## src/rtl/cbfp_pkg.sv

```systemverilog
// rtl/cbfp_pkg.sv - shared widths and types for the CBFP de-normaliser
package cbfp_pkg;

   localparam int CBFP_ARRAY_SIZE = 16;
   localparam int CBFP_ARRAY_NUM  = 4;
   localparam int CBFP_DIN_W      = 11;
   localparam int CBFP_DOUT_W     = 23;
   localparam int CBFP_CNT_W      = 5;
   localparam int CBFP_BEAT_W     = $clog2(CBFP_ARRAY_NUM);

   typedef logic signed [CBFP_DIN_W-1:0]  mant_t;
   typedef logic signed [CBFP_DOUT_W-1:0] samp_t;
   typedef logic        [CBFP_CNT_W-1:0]  cnt_t;
   typedef logic        [CBFP_BEAT_W-1:0] beat_t;

   // Largest useful shift: anything beyond leaves only sign bits.
   localparam cnt_t  CBFP_E_MAX     = cnt_t'(CBFP_DOUT_W - 1);
   localparam beat_t CBFP_BEAT_LAST = beat_t'(CBFP_ARRAY_NUM - 1);

endpackage

```

## src/rtl/cbfp_lane_shift.sv

```systemverilog
// rtl/cbfp_lane_shift.sv - one lane: place mantissa in top bits, arithmetic right shift by saturated exponent
module cbfp_lane_shift
   import cbfp_pkg::*;
(
   input  mant_t din_i,
   input  cnt_t  exp_i,
   output samp_t dout_o
);

   samp_t ext;
   cnt_t  e_sat;

   // Restore the sample: mantissa scaled to full width, then shifted down with sign fill.
   always_comb begin
      ext    = {din_i, {(CBFP_DOUT_W - CBFP_DIN_W){1'b0}}};
      e_sat  = (exp_i > CBFP_E_MAX) ? CBFP_E_MAX : exp_i;
      dout_o = ext >>> e_sat;
   end

endmodule

```

## src/rtl/cbfp_denorm.sv

```systemverilog
// rtl/cbfp_denorm.sv - CBFP de-normaliser top: beat counter, exponent capture, two-stage pipeline
module cbfp_denorm
   import cbfp_pkg::*;
(
   input  logic                         clk,
   input  logic                         rstn,
   input  logic                         valid_in,
   input  mant_t [CBFP_ARRAY_SIZE-1:0]  din_re_p,
   input  mant_t [CBFP_ARRAY_SIZE-1:0]  din_im_p,
   input  cnt_t  [CBFP_ARRAY_NUM-1:0]   zero_cnt,
   output samp_t [CBFP_ARRAY_SIZE-1:0]  dout_re_p,
   output samp_t [CBFP_ARRAY_SIZE-1:0]  dout_im_p,
   output logic                         valid_out,
   output logic                         blk_last
);

   beat_t                        beat_cnt_q, beat_cnt_d;
   cnt_t  [CBFP_ARRAY_NUM-1:0]   exp_q, exp_d;
   cnt_t                         sel_exp;

   logic                         s1_valid_q;
   logic                         s1_last_q;
   cnt_t                         s1_exp_q;
   mant_t [CBFP_ARRAY_SIZE-1:0]  s1_re_q, s1_im_q;

   samp_t [CBFP_ARRAY_SIZE-1:0]  re_sh, im_sh;
   samp_t [CBFP_ARRAY_SIZE-1:0]  dout_re_q, dout_im_q;
   logic                         valid_out_q;
   logic                         blk_last_q;

   // Beat tracking and exponent selection; beat 0 bypasses the exponent registers.
   always_comb begin
      beat_cnt_d = beat_cnt_q;
      exp_d      = exp_q;
      sel_exp    = (beat_cnt_q == '0) ? zero_cnt[0] : exp_q[beat_cnt_q];
      if (valid_in) begin
         beat_cnt_d = (beat_cnt_q == CBFP_BEAT_LAST) ? '0 : beat_cnt_q + beat_t'(1);
         if (beat_cnt_q == '0) begin
            exp_d = zero_cnt;
         end
      end
   end

   // Beat counter and per-block exponent registers.
   always_ff @(posedge clk or negedge rstn) begin
      if (!rstn) begin
         beat_cnt_q <= '0;
         exp_q      <= '0;
      end else begin
         beat_cnt_q <= beat_cnt_d;
         exp_q      <= exp_d;
      end
   end

   // Stage 1: capture mantissas with their own exponent copy so a block-start reload cannot disturb them.
   always_ff @(posedge clk or negedge rstn) begin
      if (!rstn) begin
         s1_valid_q <= 1'b0;
         s1_last_q  <= 1'b0;
         s1_exp_q   <= '0;
         s1_re_q    <= '0;
         s1_im_q    <= '0;
      end else begin
         s1_valid_q <= valid_in;
         if (valid_in) begin
            s1_last_q <= (beat_cnt_q == CBFP_BEAT_LAST);
            s1_exp_q  <= sel_exp;
            s1_re_q   <= din_re_p;
            s1_im_q   <= din_im_p;
         end
      end
   end

   for (genvar g = 0; g < CBFP_ARRAY_SIZE; g++) begin : g_lane
      cbfp_lane_shift u_re (
         .din_i  (s1_re_q[g]),
         .exp_i  (s1_exp_q),
         .dout_o (re_sh[g])
      );
      cbfp_lane_shift u_im (
         .din_i  (s1_im_q[g]),
         .exp_i  (s1_exp_q),
         .dout_o (im_sh[g])
      );
   end

   // Stage 2: register shifted samples; outputs hold their last value between beats.
   always_ff @(posedge clk or negedge rstn) begin
      if (!rstn) begin
         valid_out_q <= 1'b0;
         blk_last_q  <= 1'b0;
         dout_re_q   <= '0;
         dout_im_q   <= '0;
      end else begin
         valid_out_q <= s1_valid_q;
         blk_last_q  <= s1_valid_q & s1_last_q;
         if (s1_valid_q) begin
            dout_re_q <= re_sh;
            dout_im_q <= im_sh;
         end
      end
   end

   assign dout_re_p = dout_re_q;
   assign dout_im_p = dout_im_q;
   assign valid_out = valid_out_q;
   assign blk_last  = blk_last_q;

endmodule
```

## config.mk

```make
export PLATFORM = sky130hd
export DESIGN_NAME = cbfp_denorm
export DESIGN_NICKNAME = d
export VERILOG_FILES = /design/src/rtl/cbfp_pkg.sv /design/src/rtl/cbfp_lane_shift.sv /design/src/rtl/cbfp_denorm.sv
export SDC_FILE = /design/constraint.sdc
export NUM_CORES = 2
export LEC_CHECK = 0
export ABC_AREA = 1
export BUFFER_PORTS_ARGS = -buffer_cell sky130_fd_sc_hd__buf_2
export CORE_AREA = 2 2 429 431
export DETAILED_ROUTE_END_ITERATION = 8
export DIE_AREA = 0 0 431 433
export MAX_ROUTING_LAYER = met4
export PLACE_DENSITY_LB_ADDON = 0.08
export RECOVER_POWER = 50
export SYNTH_ARGS = -nofsm -noshare
export SYNTH_HDL_FRONTEND = slang
export SYNTH_SLANG_ARGS = --single-unit
export TNS_END_PERCENT = 20
```

## constraint.sdc

```tcl
create_clock -name clk -period 2.75 [get_ports clk]
set_input_delay 0.4125 -clock clk [delete_from_list [all_inputs] [get_ports clk]]
set_output_delay 0.4125 -clock clk [all_outputs]
set_load 0.02 [all_outputs]
```

==> summary.md <==
| Metric | Value |
|---|---|
| Initial Util | `34.1%` |
| Seq. cell area | `28000 um^2` |
| Final period util | `93.7%` |
| R2R Setup Slk | `0.17 ns` |
| FP Rows | `157` |
| R2r worst-path depth | `6` |
| Setup crit end kind | `register` |
| Fraction of layout cells with a size suffix above 1 | `16.8%` |
| Total global-route track usage | `33.4%` |
| Failing checks | `capacitance limit, slew limit` |
| Ys Warns | `0` |
| Hold Vio Cnt, Final | `0` |
| Startpoint types | `register` |
| Hold Crit Class | `in -> reg` |
| Postcts setup bufs | `0` |
| Pwr Total | `0.109 W` |
| DR WL/cell | `24.3 um` |
| CTS root buf | `clkbuf_16` |
| Compound-cell area share of the yosys netlist | `8.47%` |
| Synth Area in XOR/XNOR | `0%` |
| Mapped Cells | `9054` |
| RR Endpoint | `dout_im_p[97]` |
| CTS tree | `yes` |
| Peak supply drop | `0.000720 V` |
| Status | `complete, but fails checks` |
| CP required | `3.45 ns` |
| Die Ht | `433 um` |
| Post-route ant nets | `0` |
| Via count | `68100` |
| Hold WS | `0.0756 ns` |
| Reg2reg start | `s1_valid_q` |
| Crit path time final | `2.58 ns` |
| Area grow syn2layout | `28.5%` |
| Clock Sinks | `1119` |
| Unrepaired setup endpoints after global routing | `true` |
| Leak | `41.6 nW` |
| Avg Inst Size Synth | `6.86 um^2` |
| Pwr Density | `1370 nW/um^2` |
| Post-synthesis sequential area ratio | `45.1%` |
| 1st-pass router iterations | `8` |
| Total Nets Final | `10700` |
| Fillers | `19200` |
| Main combinational cell family by area after synthesis | `simple AND/OR/NAND/NOR gates` |
| WL final | `312000 um` |
| Overflow after GRT | `0` |
| CP arrival | `3.27 ns` |
| WS Path Type | `reg -> reg` |
| Worst Hold Endpoint | `s1_im_q[115]` |
| Max frequency | `388 MHz` |
| Simple-gate share of the synthesized area | `38.9%` |
| First-pass GRT wire length | `452000 um` |
| Initial antenna violation count | `52` |
| Post-route DRC violation count | `0` |
| Core ar. | `182000 um^2` |
| Layout Cells excl Fill | `12800` |
| GPL Wtd Cong | `0.934` |
| Hold Path Stages | `3` |
| Slew @ Worst Pin | `2.15 ns` |
| Setup_tns | `0 ns` |
| Die ar. | `187000 um^2` |
| Vias in the first global route | `65900` |
| TritonCTS Buffers | `141` |
| Die width | `431 um` |
| Clock-pin slew on the worst setup and hold paths | `0.06 ns` |
| Seq cells post-synth | `1119` |
| Vias/cell | `5.31` |
| Post-synth cell types | `27` |
| Clock skew | `0.0261 ns` |
| HP Start | `din_im_p[115]` |
| Dpl cells | `12200` |
| H-tree levels | `4` |
| DR iter-0 viols | `6359` |
| Max-cap violation count | `3` |
| Syn_nets | `9431` |
| Area taken by multi-input logic gates | `29500 um^2` |
| Largest net degree at the start of global routing | `153` |
| Post-synthesis cell area | `62100 um^2` |
| Setup Viol. Count Final | `0` |
| PortBufs | `1112` |
| Crit path max fanout | `47` |
| IO Pins | `1113` |
| Hpwl dp | `226000 um` |
| Mux share of post-synthesis cell area | `0%` |
| Clock buffer depth | `3` |
| Pins Over Slew Limit | `322` |
| Worst-Skew Late Latency | `0.80 ns` |
| Adder-cell share of the synthesized area | `0.0403%` |
| Rel. slew slack | `-43.2%` |
## placed cells by master (no fill, tap or decap), drive strengths merged, types with 2 or more instances in the layout
cell	instances
bufinv	25
diode	25
o21a	2
dlygate4sd3	373
ha	2
clkinvlp	8
or2	186
nand2	3384
nor2	431
nor3	29
o21ai	559
nand3	1706
o211ai	4
clkinv	28
buf	1295
a31oi	101
a22o	2
o22ai	5
a21oi	345
inv	583
clkbuf	232
dfrtp	1119
## worst max-delay path, stage by stage, from the launching register on
cell      delay, ns
dfrtp_2        0.74
inv_8          0.26
clkbuf_2       0.75
a21oi_1        0.35
nand3_1        0.20
nand2_1        0.10
inv_1          0.04
## repair_timing
item / in CTS / in global routing
hold buffers: 373 / 0
endpoints found under the setup margin: 0 / 11
hold endpoints to repair: 384 / 0
resized for setup: 0 / 3
## worst max-delay path by stage
stage / start / end / cells after the start
6_report: s1_valid_q / dout_im_p[97] / 6
5_1_grt: s1_exp_q[0] / dout_re_p[78] / 13
4_1_cts: s1_exp_q[0] / dout_re_p[78] / 13
3_5_place_dp: s1_exp_q[0] / dout_re_p[78] / 13
3_3_place_gp: s1_exp_q[0] / dout_re_p[57] / 15
2_1_floorplan: s1_exp_q[0] / dout_im_p[193] / 16
## kinds of logic (layout without fill, tap and decap cells)
kind of cell,Yosys count,after routing
simple gates,5736,5736
flops,1119,1119
compound gates,1020,1020
fa+ha+maj,2,2
other cells,0,25
buf+inv,1177,2544
## cell type report
class / instances / share of cell area (%)
Multi-Input combinational cell: 6758 / 37.0
Sequential cell: 1119 / 35.1
Timing Repair Buffer: 1711 / 15.0
Clock buffer: 189 / 5.08
Tap cell: 2385 / 3.74
Inverter: 580 / 2.78
Clock inverter: 64 / 1.28
Antenna cell: 25 / 0.0784
## stage by stage
stage	cell area, um^2	setup WS (ns)	utilization [%]
after floorplan	62100	0.824	-
after global placement	71300	0.173	39.1
after detailed placement	71300	0.140	39.1
final	79800	0.173	43.8
after CTS	80100	0.129	44.0
after global routing	79800	-0.00502	43.8
## metal layers
layer  GRT usage [%]  vias up  share of wire (%)
met5               -        -                  0
met4            19.8        0                6.9
met3            4.26      703                5.6
met2            50.3     2696                 45
met1            43.1    33000                 43
li1                -    31800                  -
## state kept, by name (all words and copies together) (netlist names)
signal,cells
beat_cnt_q,2
blk_last,1
dout_im_p,368
dout_re_p,368
exp_q,20
s1_exp_q,5
s1_im_q,176
s1_last_q,1
s1_re_q,176
s1_valid_q,1
valid_out,1
## synthesized netlist by cell type
cell	count	area share (%)
inv_2	4	0.024
buf_6	3	0.054
a22o_1	2	0.028
or2_2	182	1.8
a41oi_1	1	0.014
o21ai_0	466	3.8
or2_1	4	0.040
o211ai_1	4	0.048
o31ai_1	1	0.012
o21a_1	2	0.024
nor2_1	431	2.6
nor3_1	29	0.23
nand3_1	1706	14
nand2_2	3	0.030
a31oi_1	101	1.0
o21ai_1	93	0.75
o22ai_1	5	0.050
buf_2	110	0.89
ha_1	2	0.040
a21oi_1	345	2.8
nand2_4	1	0.018
clkbuf_1	350	2.1
nand2_1	3380	20
buf_4	25	0.30
dfrtp_1	1119	45
inv_1	576	3.5
buf_1	109	0.66
## power breakdown
group | internal, W | switching (W)
Sequential | 0.0220 | 0.00521
Clock | 0.0127 | 0.00801
Combinational | 0.0179 | 0.0435
Total | 0.0526 | 0.0568
No activity file was read; power rests on OpenSTA's default activity.
